===== src/rtl/pipe_hazard_ctrl.sv =====
`default_nettype none
// ============================================================================
// Module      : pipe_hazard_ctrl
// Description : Stall/flush sequencer for a 5-stage RISC-V pipeline, placed
//               beside the ID stage. It detects load-use hazards and handles
//               ID-resolved redirects (taken branch, JAL/JALR). It also runs
//               a start/done handshake with a multi-cycle MUL/DIV unit in EX,
//               which is guarded by a watchdog.
//               Outputs are Mealy: they depend on the FSM state and on the
//               current inputs.
// Ports       : clk, rst (synchronous, active-high)
//               MemRead_ex, rdAddr_ex       - load in EX and its destination
//               rs1Addr_id, rs2Addr_id      - sources of the ID instruction
//               Branch, Jump                - redirect resolved in ID
//               MdOp_id, MdDone_ex          - MUL/DIV issue / completion
//               IFWrite, IDWrite            - PC and IF/ID enables
//               IFFlush, IDFlush            - IF/ID clear, ID/EX bubble
//               EXHold                      - freeze ID/EX and EX/MEM
//               MdStart                     - one-cycle start pulse
//               MdTimeout                   - sticky watchdog-abort flag
//               StallCycles, FlushCount     - statistics counters
// Config      : `define STALL_STATS_EN to build the saturating statistics
//               counters; otherwise StallCycles/FlushCount are tied to zero.
// Revision    : 1.0 - initial release
// ============================================================================
module pipe_hazard_ctrl #(
  parameter int MD_MAX_CYCLES = 40,
  parameter int REG_AW        = 5
) (
  input  logic              clk,
  input  logic              rst,
  input  logic              MemRead_ex,
  input  logic [REG_AW-1:0] rdAddr_ex,
  input  logic [REG_AW-1:0] rs1Addr_id,
  input  logic [REG_AW-1:0] rs2Addr_id,
  input  logic              Branch,
  input  logic              Jump,
  input  logic              MdOp_id,
  input  logic              MdDone_ex,
  output logic              IFWrite,
  output logic              IDWrite,
  output logic              IFFlush,
  output logic              IDFlush,
  output logic              EXHold,
  output logic              MdStart,
  output logic              MdTimeout,
  output logic [31:0]       StallCycles,
  output logic [31:0]       FlushCount
);

  localparam int                c_WD_W    = $clog2(MD_MAX_CYCLES) + 1;
  localparam logic [c_WD_W-1:0] c_WD_LAST = c_WD_W'(MD_MAX_CYCLES - 1);

  typedef enum logic [1:0] {
    S_IDLE     = 2'd0,
    S_LD_STALL = 2'd1,
    S_MD_WAIT  = 2'd2
  } state_t;

  state_t            r_state;
  state_t            w_state_nxt;
  logic [c_WD_W-1:0] r_wd;
  logic              r_timeout;
  logic              w_hazard;
  logic              w_redirect;
  logic              w_wd_clr;
  logic              w_wd_inc;
  logic              w_timeout_set;

  // The x0 destination never creates a dependency.
  assign w_hazard   = MemRead_ex && (rdAddr_ex != '0) &&
                      ((rdAddr_ex == rs1Addr_id) || (rdAddr_ex == rs2Addr_id));
  assign w_redirect = Branch || Jump;
  assign MdTimeout  = r_timeout;

  always_comb begin
    IFWrite       = 1'b1;
    IDWrite       = 1'b1;
    IFFlush       = 1'b0;
    IDFlush       = 1'b0;
    EXHold        = 1'b0;
    MdStart       = 1'b0;
    w_state_nxt   = S_IDLE;
    w_wd_clr      = 1'b0;
    w_wd_inc      = 1'b0;
    w_timeout_set = 1'b0;
    case (r_state)
      S_MD_WAIT: begin
        if (MdDone_ex) begin
          w_state_nxt = S_IDLE;
        end else if (r_wd == c_WD_LAST) begin
          // Abort: release the pipeline and flag the timeout.
          w_timeout_set = 1'b1;
          w_state_nxt   = S_IDLE;
        end else begin
          // ID is frozen, so a redirect there is not acted on yet.
          IFWrite     = 1'b0;
          IDWrite     = 1'b0;
          EXHold      = 1'b1;
          w_wd_inc    = 1'b1;
          w_state_nxt = S_MD_WAIT;
        end
      end
      default: begin
        // IDLE and LD_STALL share rules; LD_STALL masks the hazard check
        // because the bubble is already in EX.
        if (w_hazard && (r_state == S_IDLE)) begin
          // Redirect ignored here: the branch compared stale rs data.
          IFWrite     = 1'b0;
          IDWrite     = 1'b0;
          IDFlush     = 1'b1;
          w_state_nxt = S_LD_STALL;
        end else if (w_redirect) begin
          IFFlush     = 1'b1;
        end else if (MdOp_id) begin
          MdStart     = 1'b1;
          w_wd_clr    = 1'b1;
          w_state_nxt = S_MD_WAIT;
        end
      end
    endcase
  end

  always_ff @(posedge clk) begin
    if (rst) begin
      r_state   <= S_IDLE;
      r_wd      <= '0;
      r_timeout <= 1'b0;
    end else begin
      r_state <= w_state_nxt;
      if (w_wd_clr) begin
        r_wd <= '0;
      end else if (w_wd_inc && (r_wd != c_WD_LAST)) begin
        r_wd <= r_wd + 1'b1;
      end
      if (w_timeout_set) begin
        r_timeout <= 1'b1;
      end
    end
  end

`ifdef STALL_STATS_EN
  logic [31:0] r_stall_cycles;
  logic [31:0] r_flush_count;

  always_ff @(posedge clk) begin
    if (rst) begin
      r_stall_cycles <= '0;
      r_flush_count  <= '0;
    end else begin
      if (!IFWrite && (r_stall_cycles != 32'hFFFF_FFFF)) begin
        r_stall_cycles <= r_stall_cycles + 32'd1;
      end
      if (IFFlush && (r_flush_count != 32'hFFFF_FFFF)) begin
        r_flush_count <= r_flush_count + 32'd1;
      end
    end
  end

  assign StallCycles = r_stall_cycles;
  assign FlushCount  = r_flush_count;
`else
  assign StallCycles = 32'h0;
  assign FlushCount  = 32'h0;
`endif

endmodule
`default_nettype wire


===== config.mk =====
export PLATFORM = sky130hd
export DESIGN_NAME = pipe_hazard_ctrl
export DESIGN_NICKNAME = d
export VERILOG_FILES = /design/src/rtl/pipe_hazard_ctrl.sv
export SDC_FILE = /design/constraint.sdc
export NUM_CORES = 1
export LEC_CHECK = 0
export CORE_MARGIN = 5
export CORE_UTILIZATION = 55
export CTS_BUF_LIST = sky130_fd_sc_hd__clkbuf_16
export CTS_CLUSTER_SIZE = 25
export DETAILED_ROUTE_END_ITERATION = 10
export DONT_BUFFER_PORTS = 1
export PLACE_DENSITY = 0.7
export SYNTH_ARGS = -nofsm -noshare
export SYNTH_HDL_FRONTEND = slang
export SYNTH_SLANG_ARGS = --single-unit

===== constraint.sdc =====
create_clock -name clk -period 2 [get_ports clk]
set_input_delay 0.1 -clock clk [delete_from_list [all_inputs] [get_ports clk]]
set_output_delay 0.1 -clock clk [all_outputs]
set_load 0.01 [all_outputs]

After elaboration in Yosys (flattened, before gate mapping)
Cells that the tools add are included.

cells by class
  add/subtract/negate cells = 1
  equal/unequal tests = 5
  muxes and demuxes = 24
  reductions and logical operators = 9

operators with widths
  cell                 count
  $mux 1               18
  $mux 2               6
  $eq 5x5->1           2
  $add 7x1->7 const B  1
  $eq 7x6->1 const B   1
  $ne 7x6->1 const B   1
  $reduce_bool 5->1    1
  $logic_and 1x1->1    4
  $eq 2x2->1 const B   1
  $logic_not 2->1      1
  $logic_or 1x1->1     2
  $reduce_or 2->1      1

storage, ports and cells
  flip-flop bits (word level) = 10
  input bits = 22
  output and inout bits = 71
  logic and storage cells = 42

Longest topological paths before layout
Gate-level depths: netlist of the first run.

  word-level depth = 7
  depth in mapped cells = 6

Least setup slack after synthesis of the first run
Ideal clock, no wire load.

  path type = register -> output
  start = register r_wd[4]
  end = output IFWrite
  data arrival time = 1435 ps
  data required time = 1900 ps
  slack = 465 ps
  cell stages (with the launch flop) = 5
  buffers on the path = 1
  cells stage by stage = dfxtp_1 -> nor4b_1 -> a21boi_2 -> nor2_1 -> buf_4

on the way
  longest elaborated chain between the ends = 4

RTL lines
  item                    RTL line  RTL
  start, declared         62        logic [c_WD_W-1:0] r_wd;
  start signal, assigned  134       r_wd <= r_wd + 1'b1;
  $eq 7x6->1              91        end else if (r_wd == c_WD_LAST) begin
  $mux 1 (3 in a row)     n/a
  end, declared           40        output logic IFWrite,

Every way passes these cells.

Final worst setup path of the first run
  start = register r_wd[0]
  end = register r_wd[3]

on the way
  longest elaborated chain between the ends = 5
  elaborated cells between the ends (all ways) = 7
  classes of those cells = add/sub (1); eq/ne (2); mux (3); reduce/logical (1)

RTL lines
  item                 RTL line  RTL
  $eq 7x6->1           91
  $mux 1 (3 in a row)  n/a
  named net EXHold     44        output logic EXHold,
  $logic_and 1x1->1    133       end else if (w_wd_inc && (r_wd != c_WD_LAST)) begin

The timed path passes the listed nets, and every way through them passes these cells.
A chain may end at the register's enable or synchronous reset.

==> impl_metrics.csv, run 1 <==
group,metric,value,unit
power_and_ir_drop,clkPwrFrac,53.0,%
route,drc_errors,0,
clocking,htreeDepth,1,
route,via_count,649,
grt,grt_max_degree,10,
place,numPortBuffers,0,
yosys,yosys-top-cells-area,"buf_4 (44%), dfxtp_1 (18%), xnor2_1 (8.7%)",
timing,hold_violations,0,
grt,antenna_found_initial,0,
power_and_ir_drop,total_leakage_power,0.4606,nW
cells_and_area,fin_nets,160,
critical_path,arrival,1.89,ns
cells_and_area,nFillCells,197,
route,ant_nets,0,
yosys,ys_seq_elements,10,
power_and_ir_drop,power_frac_comb,16.2,%
yosys,synthMuxAreaShare,0.9009,%
cells_and_area,n_antenna_cell,0,
route,wl,1.882,mm
timing,setup_viol_count_final,0,
route,viasPerCell,3.982,
place,placed_area,879.6,µm²
critical_path,cp_max_fo,6,
power_and_ir_drop,p_int,0.4896,mW
yosys,synth_adder_area_share,1.126,%
outcome,status,"finished, final reports clean",
timing,finalCriticalPeriod,1.739,ns
power_and_ir_drop,seqPwrFrac,30.8,%
route,drt-initial-drc-count,5,
route,wl_met1,551,µm
yosys,yosys.area_share.xor_xnor,11.82,%
clocking,cts_tree,"built",
timing,fin_worst_skew,0.002752,ns
critical_path,cp-start-kind,"register",
route,top_layer,"met4",
grt,grt_pass1_wl,2.159,mm
hold_path,hold_class,"in2reg",
power_and_ir_drop,peakVddDrop,0.0009096,V
route,wl_met3,301,µm
yosys,synth.most_common_cell,"buf_4",
clocking,cts_root_buffer,"clkbuf_16",
yosys,yosysSeqAreaShare,18.02,%
clocking,cts.sinks,10,
clocking,numCtsBuffers,3,
floorplanning,io_pins,93,
job,max_cap_viol_count,0,
yosys,yosys-top-cells-count,"buf_4 (65), xnor2_1 (11), dfxtp_1 (10)",
floorplanning,num_rows,16,
clocking,clock_latency,0.23,ns
yosys,syn_inst,134,
critical_path,cp_data_required_time,2.15,ns
timing,clock.fmax,574.9,MHz
floorplanning,die_w,54.95,µm
timing,report.final.slew_viol_count,0,
yosys,synth-async-reset-ratio,0,%
cells_and_area,drive_gt1_share,7.353,%
power_and_ir_drop,power_density,678.8,mW/mm²
yosys,yosys.area_share.simple,17.23,%
timing,tns,0,ns
power_and_ir_drop,swShare,25.99,%
place,dp_hpwl,1.622,mm
timing,holdWs,0.03088,ns
yosys,synth_top_area_share,43.92,%
clocking,cts_setup_buffers,0,
yosys,synth_top_family_by_area,"buffers and inverters",
route,drt-pass1-iter-count,3,
yosys,netlist.top_cell.by_area,"buf_4",
timing,rsz0062_at_grt,"false",
yosys,synth_cell_types,28,
cells_and_area,synthToLayoutAreaGrowth,-12.27,%
place,gp_congestion,0.8206,
critical_path,worstSetupPathType,"reg2reg",
route,wl_met2,1.015,mm
grt,first_global_vias,516,
yosys,yosysWarnings,0,
yosys,synth_compound_area_share,5.405,%
clocking,clk_path_buf_depth,2,
yosys,avgSynthCellArea,8.292,µm²
power_and_ir_drop,switchingPower,0.1719,mW
clocking,clk_pin_slew,0.04,ns
grt,overflow,0,
yosys,yosys_most_used_dff,"dfxtp_1",
floorplanning,core,0.001942,mm²
timing,period_share,86.97,%
power_and_ir_drop,power,0.6616,mW
cells_and_area,final_area,974.7,µm²
grt,grt.total_usage,10.34,%
yosys,synth_edf_count,0,
floorplanning,die_h,54.95,µm
yosys,synth.cell_area,0.001111,mm²
floorplanning,start_util,57.22,%
critical_path,worst_setup_path_end_kind,"register",
route,wl_per_cell,11.55,µm
floorplanning,die_area,0.003019,mm²
[final cells by class]
class                      instances  area (µm²)  area share [%]
multi-input combinational        121       651.9           66.88
timing repair buffer               1       10.01           1.027
tap                               27       33.78           3.466
clock inverter                     1       3.754          0.3851
clock buffer                       3       75.07           7.702
sequential                        10       200.2           20.54
[state kept, by name, indices dropped and copies added (netlist names)]
signal     count
r_wd           7
MdTimeout      1
r_state        2
[cells by family after synthesis]
family / after synthesis
buffers and inverters: 66
and+or+nand+nor: 33
adders and majority gates: 1
DFF: 10
muxes: 1
other: 1
AOI/OAI and AO/OA: 7
xor gates and xnor gates: 15
[per-stage QoR]
stage	setup WS (ns)	instances	util [%]
5_1_grt	0.1095	163	50.19
2_1_floorplan	0.4651	197	-
6_report	0.2606	163	50.19
3_5_place_dp	0.2487	158	45.30
4_1_cts	0.1371	163	49.87
3_3_place_gp	0.3894	158	45.30
[layer usage]
layer  vias up  track usage, %
li1        313               -
met1       291           8.306
met2        43           19.88
met3         2           5.630
met4         0           4.858
met5         -               0
[worst max-delay path, cell delays in order, from the launching register on]
cell	delay [ns]
dfxtp_1	0.34
ha_1	0.23
and2_2	0.23
a21boi_2	0.37
nand4_1	0.16
xor2_1	0.16
nor3_1	0.16
[layout by cell type, fill, tap and decap left out]
master,count
a21boi_2,1
dfxtp_1,10
nor2_1,5
and2_1,1
xor2_1,4
o21ba_1,1
mux2i_1,1
nor2b_1,1
o21ai_0,2
nor3_1,7
or2b_1,1
xnor2_1,11
dlygate4sd3_1,1
nand2_1,4
a31oi_1,1
nand4_1,2
nor4b_2,2
and3_1,1
ha_1,1
clkinv_1,1
nor3b_2,1
o22ai_1,1
nand3_1,5
clkbuf_16,3
or4_1,1
a21oi_4,1
and2_2,2
conb_1,64
[power groups by stage]
| stage | clock network (mW) | logic, mW | registers [mW] |
|---|---|---|---|
| after floorplan | 0 | 0.192 | 0.207 |
| after global placement | 0 | 0.0981 | 0.207 |
| after detailed placement | 0 | 0.0989 | 0.207 |
| after CTS | 0.359 | 0.103 | 0.204 |
| after global routing | 0.373 | 0.120 | 0.204 |
| final | 0.350 | 0.107 | 0.204 |
[worst paths after layout]
kind | cells after the start | slack, ns | to | from
worst max register to register | 6 | 0.26 | r_wd[3] | r_wd[0]
worst max-delay path | 6 | 0.26 | r_wd[3] | r_wd[0]
worst min register to register | 2 | 0.55 | r_wd[5] | r_wd[5]
worst min-delay path | 1 | 0.03 | r_state[1] | rst
[what timing repair did]
action / 4_1_cts / 5_1_grt
resized for setup: 0 / 1
hold endpoints to repair: 9 / 0
endpoints found under the setup margin: 0 / 2
hold buffers: 1 / 0
(Power assumes the default switching activity.)
==> inputs of run 2 (changes only) <==
--- a/config.mk
+++ b/config.mk
@@ -11,7 +11,7 @@
 export CTS_CLUSTER_SIZE = 25
 export DETAILED_ROUTE_END_ITERATION = 10
 export DONT_BUFFER_PORTS = 1
-export PLACE_DENSITY = 0.7
+export PLACE_DENSITY = 0.73
 export SYNTH_ARGS = -nofsm -noshare
 export SYNTH_HDL_FRONTEND = slang
 export SYNTH_SLANG_ARGS = --single-unit
==> constraint.sdc (replaced) <==
create_clock -name clk -period 1.6 [get_ports clk]
set_input_delay 0.08 -clock clk [delete_from_list [all_inputs] [get_ports clk]]
set_output_delay 0.08 -clock clk [all_outputs]
set_load 0.01 [all_outputs]
==> run 2 against run 1 <==
Critical path type is now reg2out. Global-route usage is 0.056 points higher. Worst setup slack got worse by 0.22 ns. Sequential power grew 25%.
==> impl_metrics.csv, run 2 (synthesis gave the netlist of run 1 again) <==
group,metric,value,unit
timing,finalCriticalPeriod,1.561,ns
hold_path,hold_depth,1,
timing,fin_worst_skew,0.004206,ns
timing,setup_viol_count_final,0,
critical_path,arrival,1.48,ns
cells_and_area,final_core_util,52.26,%
cells_and_area,mostFrequentLayoutCells,"conb_1 (64), xnor2_1 (11), dfxtp_1 (9)",
clocking,clock_latency,0.24,ns
cells_and_area,regMostFlops,"r_wd",
clocking,cts.sinks,10,
cells_and_area,synthToLayoutAreaGrowth,-8.671,%
outcome,status,"finished, final reports clean",
timing,period_share,97.58,%
critical_path,cp_data_required_time,1.52,ns
floorplanning,io_pins,93,
power_and_ir_drop,total_leakage_power,0.4792,nW
critical_path,cp-start-kind,"register",
cells_and_area,largest_reg_flops,7,
clocking,numCtsBuffers,3,
job,max_cap_viol_count,0,
clocking,clk_pin_slew,0.04,ns
power_and_ir_drop,power,0.8368,mW
grt,overflow,0,
grt,grt.total_usage,10.39,%
cells_and_area,fin_nets,164,
power_and_ir_drop,peakVddDrop,0.0008607,V
critical_path,worstSetupPathType,"reg2out",
critical_path,worst_setup_path_end_kind,"output pin",
power_and_ir_drop,power_density,824.7,mW/mm²
clocking,clk_path_buf_depth,2,
clocking,cts_root_buffer,"clkbuf_16",
clocking,htreeDepth,1,
floorplanning,start_util,57.22,%
timing,clock.fmax,640.5,MHz
cells_and_area,drive_gt1_share,11.43,%
hold_path,hold_class,"in2reg",
route,wl_per_cell,11.72,µm
route,via_count,669,
floorplanning,die_w,54.95,µm
place,dp_hpwl,1.626,mm
timing,hold_violations,0,
critical_path,reg2reg_depth,6,
floorplanning,num_rows,16,
route,drt-initial-drc-count,5,
route,drt-pass1-iter-count,4,
route,drc_errors,0,
grt,antenna_found_initial,0,
route,viasPerCell,4.006,
place,gp_congestion,0.8311,
grt,grt_max_degree,10,
cells_and_area,n_antenna_cell,0,
floorplanning,core,0.001942,mm²
critical_path,cp_max_fo,4,
floorplanning,die_h,54.95,µm
floorplanning,die_area,0.003019,mm²
route,wl,1.958,mm
grt,grt_pass1_wl,2.111,mm
place,numPortBuffers,0,
cells_and_area,final_cells,167,
clocking,cts_tree,"built",
grt,first_global_vias,540,
cells_and_area,layout_commonest_cell,"conb_1",
place,place_inst,161,
route,ant_nets,0,
timing,report.final.slew_viol_count,0,
-- run 2: changes by cell type in the layout (fill, tap and decap cells not counted), sizes merged --
cell / previous run / this run
buf: 0 / 4
-- run 2: critical path, stage by stage (launching register included) --
cell and delay [ns]:
dfxtp_1 0.31, nor4b_2 0.40, and2_2 0.29, nor2_1 0.07
buf_4 0.16
-- run 2: metal layers --
layer  up-vias  GRT usage, %  share of wire [%]
met4         0         7.692                1.5
met1       292         8.306                 31
met2        51         18.31                 53
li1        321             -                  -
met3         5         6.166                 15
met5         -             0                  0
-- run 2: what timing repair did --
item	CTS	global route
endpoints found under the setup margin	4	3
hold buffers	1	0
setup buffers	0	1
cloned	0	0
pin swaps	0	1
resized for setup	1	3
hold endpoints to repair	9	0
-- run 2: metrics by stage --
step / TNS [ns] / area (µm²) / setup WS [ns] / hold WS, ns
2_1_floorplan: 0 / 1348 / 0.06970 / 0.2961
3_3_place_gp: 0 / 902.1 / 0.1332 / 0.1534
3_5_place_dp: -0.05464 / 902.1 / -0.05464 / 0.1547
4_1_cts: 0 / 998.5 / 0.005109 / 0.01844
5_1_grt: -0.05834 / 1015 / -0.02918 / 0.02097
6_report: 0 / 1015 / 0.03871 / 0.01771
-- run 2: final cells by class --
cell class,instances,area [µm²]
Clock buffer,3,75.07
Clock inverter,1,3.754
Fill cell,187,927.1
Multi-Input combinational cell,121,660.6
Sequential cell,10,201.4
Tap cell,27,33.78
Timing Repair Buffer,5,40.04
-- run 2: where the power goes --
group	leakage (nW)	internal, mW	switching (mW)
Clock	0.0385	0.327	0.116
Sequential	0.0811	0.253	0.00202
Combinational	0.359	0.0360	0.103
Total	0.479	0.616	0.221
-- run 2: worst paths after layout --
check	slack, ns	start	to
worst max-delay path	0.04	r_state[1]	IFWrite
worst min-delay path	0.02	rst	r_state[1]
worst max register to register	0.11	r_wd[0]	r_wd[3]
worst min register to register	0.55	r_wd[0]	r_wd[0]
==> inputs of run 3 (changes only) <==
--- a/config.mk
+++ b/config.mk
@@ -6,12 +6,11 @@
 export NUM_CORES = 1
 export LEC_CHECK = 0
 export CORE_MARGIN = 5
-export CORE_UTILIZATION = 55
+export CORE_UTILIZATION = 39
 export CTS_BUF_LIST = sky130_fd_sc_hd__clkbuf_16
 export CTS_CLUSTER_SIZE = 25
 export DETAILED_ROUTE_END_ITERATION = 10
 export DONT_BUFFER_PORTS = 1
-export PLACE_DENSITY = 0.73
 export SYNTH_ARGS = -nofsm -noshare
 export SYNTH_HDL_FRONTEND = slang
 export SYNTH_SLANG_ARGS = --single-unit
==> run 3 against run 2 <==
Via count up 6.0%. Clock skew fell by 0.0038 ns. Non-clock buffer count rose by 4. Wire length increased by 3.2%. Core utilization down 13 points. Combinational power increased by 5%.
==> impl_metrics.csv, run 3 (synthesis gave the netlist of run 1 again) <==
group,metric,value,unit
floorplanning,core,0.002734,mm²
timing,fin_worst_skew,0.0004245,ns
route,ant_nets,0,
grt,grt_pass1_wl,2.663,mm
grt,overflow,0,
outcome,status,"finished, final reports clean",
clocking,htreeDepth,1,
cells_and_area,drive_gt1_share,13.99,%
power_and_ir_drop,power_density,772.2,mW/mm²
floorplanning,die_w,63.38,µm
clocking,numCtsBuffers,3,
power_and_ir_drop,total_leakage_power,0.5046,nW
cells_and_area,largest_reg_flops,7,
timing,worst_slack,0.08679,ns
critical_path,cp_max_fo,4,
grt,antenna_found_initial,0,
floorplanning,io_pins,93,
clocking,clk_pin_slew,0.04,ns
power_and_ir_drop,peakVddDrop,0.0006246,V
clocking,cts_tree,"built",
route,drc_errors,0,
timing,report.final.slew_viol_count,0,
clocking,cts_root_buffer,"clkbuf_16",
critical_path,worstSetupPathType,"reg2out",
place,numPortBuffers,0,
cells_and_area,layout_commonest_cell,"conb_1",
route,drt-pass1-iter-count,4,
route,viasPerCell,4.075,
grt,first_global_vias,622,
clocking,clk_path_buf_depth,2,
clocking,cts.sinks,10,
floorplanning,start_util,40.64,%
grt,grt.total_usage,8.248,%
clocking,clock_latency,0.23,ns
place,post-place-ws,0.1061,ns
timing,setup_viol_count_final,0,
cells_and_area,synthToLayoutAreaGrowth,-3.603,%
cells_and_area,regMostFlops,"r_wd",
floorplanning,die_area,0.004016,mm²
cells_and_area,n_antenna_cell,0,
grt,grt_max_degree,10,
hold_path,hold_class,"in2reg",
route,wl_per_cell,11.61,µm
critical_path,worst_setup_path_end_kind,"output pin",
place,gp_congestion,0.7459,
route,drt-initial-drc-count,9,
route,via_count,709,
floorplanning,num_rows,19,
critical_path,path_cells,"nor4b_2 -> buf_4 -> a21boi_4 -> buf_4 -> nor2_1 -> buf_4",
critical_path,cpMostUsedCell,"buf_4",
timing,holdWs,0.2054,ns
timing,finalCriticalPeriod,1.513,ns
timing,period_share,94.58,%
critical_path,cp_slowest_cell,"dfxtp_1",
route,wl,2.021,mm
cells_and_area,mostFrequentLayoutCells,"conb_1 (64), xnor2_1 (11), dfxtp_1 (8)",
critical_path,cp-start-kind,"register",
cells_and_area,fin_nets,168,
timing,hold_violations,0,
place,dp_hpwl,1.641,mm
critical_path,cpPeakStageDelay,0.35,ns
timing,clock.fmax,660.8,MHz
floorplanning,die_h,63.38,µm
cells_and_area,final_core_util,39.18,%
critical_path,arrival,1.43,ns
critical_path,cp_data_required_time,1.52,ns
job,max_cap_viol_count,0,
run 3: power by group:
part           internal [mW]  switching [mW]
Sequential             0.253         0.00275
Combinational         0.0425           0.104
Clock                  0.323           0.102
run 3: metal layers:
| layer | vias to the layer above | GRT usage, % | share of wire [%] |
|---|---|---|---|
| li1 | 328 | - | - |
| met1 | 322 | 7.082 | 27 |
| met2 | 55 | 14.34 | 54 |
| met3 | 4 | 4.440 | 19 |
| met4 | 0 | 5.714 | 1.2 |
| met5 | - | 0 | 0 |
run 3: cell type report:
class	count	area, µm²
Clock buffer	3	75.07
Fill cell	272	1663
Multi-Input combinational cell	121	678.2
Sequential cell	10	202.7
Tap cell	31	38.79
Timing Repair Buffer	9	76.32
run 3: critical path, delay by kind of cell, from the launching register on:
family	cells	cell delay, ns
flops	1	0.35
compound gates	1	0.06
simple gates	2	0.35
buf+inv	3	0.44
run 3: final timing paths:
check | startpoint | slack, ns | depth (start not counted) | end
min reg2reg | r_wd[0] | 0.55 | 2 | r_wd[0]
min | MdOp_id | 0.21 | 3 | r_wd[3]
max reg2reg | r_state[0] | 0.11 | 6 | r_wd[5]
max | r_wd[4] | 0.09 | 6 | IFWrite
run 3: stage by stage:
step | area, µm² | TNS (ns) | cells | power [mW]
floorplan | 1348 | 0 | 197 | 0.4988
global placement | 914.6 | 0 | 166 | 0.3851
detailed placement | 914.6 | 0 | 166 | 0.3865
CTS | 1015 | 0 | 171 | 0.8241
global route | 1071 | -0.004800 | 174 | 0.8659
finish | 1071 | 0 | 174 | 0.8271
run 3: timing repair:
action                                  CTS  global route
endpoints found under the hold margin     9             1
setup buffers                             1             2
resized for setup                         1             8
pin swaps                                 1             1
hold buffers                              1             1
endpoints found under the setup margin    2             5
cloned                                    0             0
